<file path="src/rtl/mc_pkg.sv">
// Shared command/response encodings and the response record carried through
// the latency pipe and response FIFO of the memory-controller stand-in.
package mc_pkg;

    localparam logic [2:0] MC_CMD_RD    = 3'd1;
    localparam logic [2:0] MC_CMD_WR    = 3'd2;
    localparam logic [2:0] MC_RS_RDDATA = 3'd2;
    localparam logic [2:0] MC_RS_WRCMP  = 3'd3;
    localparam logic [2:0] MC_RS_FLCMP  = 3'd7;

    // Stored tag width; wider requester tags are truncated to this.
    localparam int MC_RTNCTL_W = 32;

    typedef struct packed {
        logic [2:0]             cmd;
        logic [3:0]             scmd;
        logic [MC_RTNCTL_W-1:0] rtnctl;
        logic [63:0]            data;
    } mc_rsp_t;

    // One pipe slot: an optional request response plus an optional flush behind it.
    typedef struct packed {
        logic    rq;
        logic    fl;
        mc_rsp_t rsp;
    } mc_pipe_t;

    function automatic mc_rsp_t mc_flush_rsp();
        mc_rsp_t r;
        r        = '0;
        r.cmd    = MC_RS_FLCMP;
        return r;
    endfunction

endpackage

</file>
<file path="src/rtl/mc_rsp_fifo.sv">
// In-order response FIFO with two ordered push ports (a before b), one pop port
// and an occupancy count. Entries that do not fit are dropped and flagged.
module mc_rsp_fifo
    import mc_pkg::*;
#(
    parameter int DEPTH = 16,
    localparam int AW = $clog2(DEPTH),
    localparam int CW = AW + 1
) (
    input  logic          clk,
    input  logic          rst_n,
    input  logic          push_a,
    input  mc_rsp_t       data_a,
    input  logic          push_b,
    input  mc_rsp_t       data_b,
    input  logic          pop,
    output mc_rsp_t       head,
    output logic [CW-1:0] count
);

    mc_rsp_t       mem [DEPTH];
    logic [AW-1:0] wr_ptr;
    logic [AW-1:0] rd_ptr;
    logic [CW:0]   room;
    logic          pop_ok;
    logic          wr_a;
    logic          wr_b;

    // A pop in the same cycle frees a slot for this cycle's pushes.
    always_comb begin
        pop_ok = pop && (count != '0);
        room   = (CW+1)'(DEPTH) - {1'b0, count} + (CW+1)'(pop_ok);
        wr_a   = push_a && (room != '0);
        wr_b   = push_b && (room > (CW+1)'(wr_a));
    end

    assign head = mem[rd_ptr];

    always_ff @(posedge clk) begin
        if (wr_a) mem[wr_ptr] <= data_a;
        if (wr_b) mem[wr_ptr + AW'(wr_a)] <= data_b;
    end

    always_ff @(posedge clk or negedge rst_n) begin
        if (!rst_n) begin
            wr_ptr <= '0;
            rd_ptr <= '0;
            count  <= '0;
        end else begin
            wr_ptr <= wr_ptr + AW'(wr_a) + AW'(wr_b);
            rd_ptr <= rd_ptr + AW'(pop_ok);
            count  <= count + CW'(wr_a) + CW'(wr_b) - CW'(pop_ok);
        end
    end

    overflow_check: assert property (@(posedge clk) disable iff (!rst_n)
        (push_a -> wr_a) && (push_b -> wr_b))
        else $error("mc_rsp_fifo overflow: response dropped");

endmodule

</file>
<file path="config.mk">
export PLATFORM = sky130hd
export DESIGN_NAME = mc_rsp_fifo
export DESIGN_NICKNAME = d
export VERILOG_FILES = /design/src/rtl/mc_pkg.sv /design/src/rtl/mc_rsp_fifo.sv
export SDC_FILE = /design/constraint.sdc
export NUM_CORES = 2
export LEC_CHECK = 0
export CAP_MARGIN = 10
export CORE_AREA = 2 2 377 379
export DETAILED_ROUTE_END_ITERATION = 7
export DIE_AREA = 0 0 379 381
export DONT_BUFFER_PORTS = 1
export HOLD_SLACK_MARGIN = 0.06
export PLACE_DENSITY = 0.75
export SLEW_MARGIN = 20
export SYNTH_ARGS = -nofsm -noshare
export SYNTH_HDL_FRONTEND = slang
export SYNTH_SLANG_ARGS = --single-unit
</file>
<file path="constraint.sdc">
create_clock -name clk -period 20.9 [get_ports clk]
set_clock_uncertainty 0.15 [all_clocks]
set_input_delay 4.18 -clock clk [delete_from_list [all_inputs] [get_ports clk]]
set_output_delay 4.18 -clock clk [all_outputs]
set_load 0.02 [all_outputs]
</file>
==> run_results.csv <==
group,metric,value,unit
status,status,"finished, final reports clean",
cts,hold_buffers,0,
cts,cts_tree,"yes",
logic_synthesis,ys.flop_type,"edfxtp_1",
grt,track_usage,0.309,
finish,layout-drive-gt1-share,0.458,
route,vias_per_cell,6.99,
sta,worst_slew_pin_slew,1.20,ns
logic_synthesis,synth.avg_cell_area,18.7,µm²
floorplanning,die_w,379,µm
sta,fin_crit,10.23,ns
finish,regArea,0.0498,mm²
finish,syn2layout_area_growth,7.38,%
logic_synthesis,yosysWarnings,0,
setup_path,critPathKind,"primary input to flop",
sta,hold_viol_final,0,
sta,max_freq,97.7,MHz
sta,setup_violations,0,
floorplanning,rows,138,
setup_path,cp_slowest_stage_delay,0.96,ns
cts,cts_root_buf,"clkbuf_16",
logic_synthesis,yosysSeqAreaShare,0.597,
power_and_ir_drop,vdd_drop_max,115,µV
cts,cts_made_buffers,173,
setup_path,critPathLaunchType,"primary input",
floorplanning,die_h,381,µm
grt,antenna_found_initial,3,
finish,insertedDiodeCount,0,
cts,clock_latency,0.80,ns
logic_synthesis,synth.distinct_cells,43,
place,dp_hpwl,105000,µm
route,vias,43500,
setup_path,critPathBufInv,4,
logic_synthesis,synth.cell_area,0.0835,mm²
route,met1_length,87100,µm
route,finalWirelength,221000,µm
setup_path,path_common_cell,"ha_1",
sta,rsz0062_at_grt,"no",
logic_synthesis,synth_fp_nets,4685,
grt,grt_pass1_vias,45300,
cts,h-tree-depth,4,
route,top_layer,"met4",
logic_synthesis,synth_edf_count,1648,
flow_run,maxCapViolCount,0,
setup_path,cp_cell_sequence,"o41ai_1, ha_1, inv_1, ha_1, and3_1, a31oi_1, o41ai_2, inv_1, ha_1, ha_1, nand2_1, nor3_4, a41o_4, buf_4, buf_4",
cts,post-cts-setup-buffer-count,0,
place,io_buffers,0,
logic_synthesis,syn_inst,4456,
grt,gr-total-overflow,0,
sta,fin_crit_sh,0.490,
route,met2_length,104000,µm
grt,grt_max_degree,105,
sta,relSlewSlack,0.196,
setup_path,worst-path-max-fanout,46,
setup_path,cp.required,21.18,ns
power_and_ir_drop,leakage,28.0,nW
logic_synthesis,async_reset_ff_frac,0.00783,
power_and_ir_drop,total_power,12.2,mW
setup_path,crit_arrival,10.51,ns
finish,fill_cells,9689,
floorplanning,dieArea,0.144,mm²
setup_path,end_kind,"flop",
route,final_antenna_net_count,0,
sta,tns,0,ns
route,first_pass_iters,6,
floorplanning,io_pins,319,
finish,nets,4424,
finish,multiInputGateArea,0.0314,mm²
power_and_ir_drop,p_per_area,136,mW/mm²
cts,clk_pin_slew,0.06,ns
setup_path,crit_slowest_cell,"nor3_4",
floorplanning,core,0.141,mm²
route,met3_length,24700,µm
setup_path,critPathTopFamily,"buffers and inverters",
place,place.gp.congestion,0.767,
cts,cts_sinks,1661,
cts,cts_resized,0,
sta,slew_violations,0,
cts,clock_path_buffers,3,
worst_hold_path,hold_path.class,"flop to flop",
grt,grt_pass1_wl,319000,µm
route,wl_per_cell,35.5,µm
floorplanning,start_util,0.594,
sta,hold_slack,0.615,ns
route,drt_iter0_drc,5233,
route,route.detailed.drc,0,
logic_synthesis,ys_ff_latch,1661,
-- cell families (layout without fill, tap and decap cells) --
logic type | after synthesis | in the layout | share of synthesized area
adders and majority gates | 18 | 18 | 0.00288
buffers and inverters | 521 | 400 | 0.0301
AOI/OAI and AO/OA | 25 | 25 | 0.00246
and+or+nand+nor | 56 | 56 | 0.00429
muxes | 2163 | 2163 | 0.362
xor gates and xnor gates | 12 | 12 | 0.00135
DFF | 1661 | 1661 | 0.597
-- layout make-up --
class,count,area share
Multi-Input combinational cell,2274,0.351
Clock inverter,85,0.00652
Inverter,14,0.000614
Sequential cell,1661,0.556
Tap cell,1890,0.0264
Timing Repair Buffer,71,0.00834
Clock buffer,230,0.0519
-- flip-flops by register name (all words and copies together) (netlist names) --
register,cells
wr_ptr,4
mem,1648
rd_ptr,4
count,5
-- synthesized netlist by cell type (2+ instances only) --
library cell	number	share of area
nor2b_1	3	0.00022
dfrtp_1	13	0.0039
inv_1	12	0.00054
o41ai_1	2	0.00021
a2bb2oi_2	2	0.00036
ha_1	16	0.0024
fa_1	2	0.00048
or2_2	2	0.00015
buf_2	108	0.0065
a21o_1	3	0.00027
xnor2_1	8	0.00084
nor3_2	10	0.0012
o21bai_1	8	0.00072
nor3_1	8	0.00048
xor2_1	3	0.00031
mux2_1	510	0.069
a31oi_1	2	0.00015
a31o_2	2	0.00021
edfxtp_1	1648	0.59
a21oi_1	2	0.00012
nor2_1	11	0.00049
mux2_4	27	0.0049
buf_1	42	0.0019
buf_6	30	0.0040
nand2_1	6	0.00027
buf_4	50	0.0045
nor4_2	4	0.00060
mux4_2	515	0.14
nand3_1	2	0.00012
or3_1	2	0.00015
mux2_2	1111	0.15
nand2b_1	6	0.00045
clkbuf_1	276	0.012
-- worst register-to-register path, delay by kind of cell (launching register included) --
| kind | cells | cell delay [ns] |
|---|---|---|
| AOI/OAI and AO/OA | 5 | 2.03 |
| DFF | 1 | 0.49 |
| and+or+nand+nor | 2 | 1.33 |
| buffers and inverters | 6 | 2.11 |
| adders and majority gates | 5 | 1.57 |
-- where the power goes --
group          leakage [nW]  internal (mW)  total [mW]  switching [mW]
clock                  2.56           1.64        2.93            1.29
sequential             15.1           4.59        4.86           0.266
combinational          10.3           1.85        4.46            2.60
total                  28.0           8.09        12.2            4.15
-- path summary, 6_finish.rpt --
path                                      from                   end  slack, ns  depth (start not counted)
min in group asynchronous                rst_n   wr_ptr[2]$_DFF_PN0_       2.92                          0
hold reg to reg            wr_ptr[3]$_DFF_PN0_   wr_ptr[3]$_DFF_PN0_       0.61                          1
max in group asynchronous                rst_n   rd_ptr[3]$_DFF_PN0_      17.59                          0
hold / removal             wr_ptr[3]$_DFF_PN0_   wr_ptr[3]$_DFF_PN0_       0.61                          1
setup / recovery                           pop  mem[7][70]$_DFFE_PP_      10.67                         15
setup reg to reg            count[2]$_DFF_PN0_  mem[7][70]$_DFFE_PP_      12.80                         18
-- metal layers --
metal  track usage  vias up
met2         0.477     2227
li1              -    17700
met5      0.000337        -
met3        0.0919      342
met4        0.0837        0
met1         0.430    23300
-- per-stage QoR --
stage,setup WS [ns],utilization,instance area [µm²],std cells
after floorplan,9.74,-,83500,4456
after global placement,9.68,0.600,84400,5909
after detailed placement,9.52,0.600,84400,5909
after CTS,10.39,0.638,89600,6224
after global routing,10.45,0.638,89700,6225
final,10.67,0.638,89700,6225
-- layout by cell type (no fill, tap or decap), types with 7 or more instances in the layout --
cell type     n
edfxtp_1   1648
xnor2_1       8
buf_4        53
mux2_4       27
mux4_2      515
inv_1        12
clkbuf_1     52
ha_1         16
bufinv_16     7
buf_12       15
mux2_2     1111
clkinv_2     23
clkinv_1     46
nor2_1       11
nor3_4       10
clkbuf_16   178
o21bai_4      8
dfrtp_1       9
mux2_1      510
Note: power is estimated with default switching activity, not from simulation.
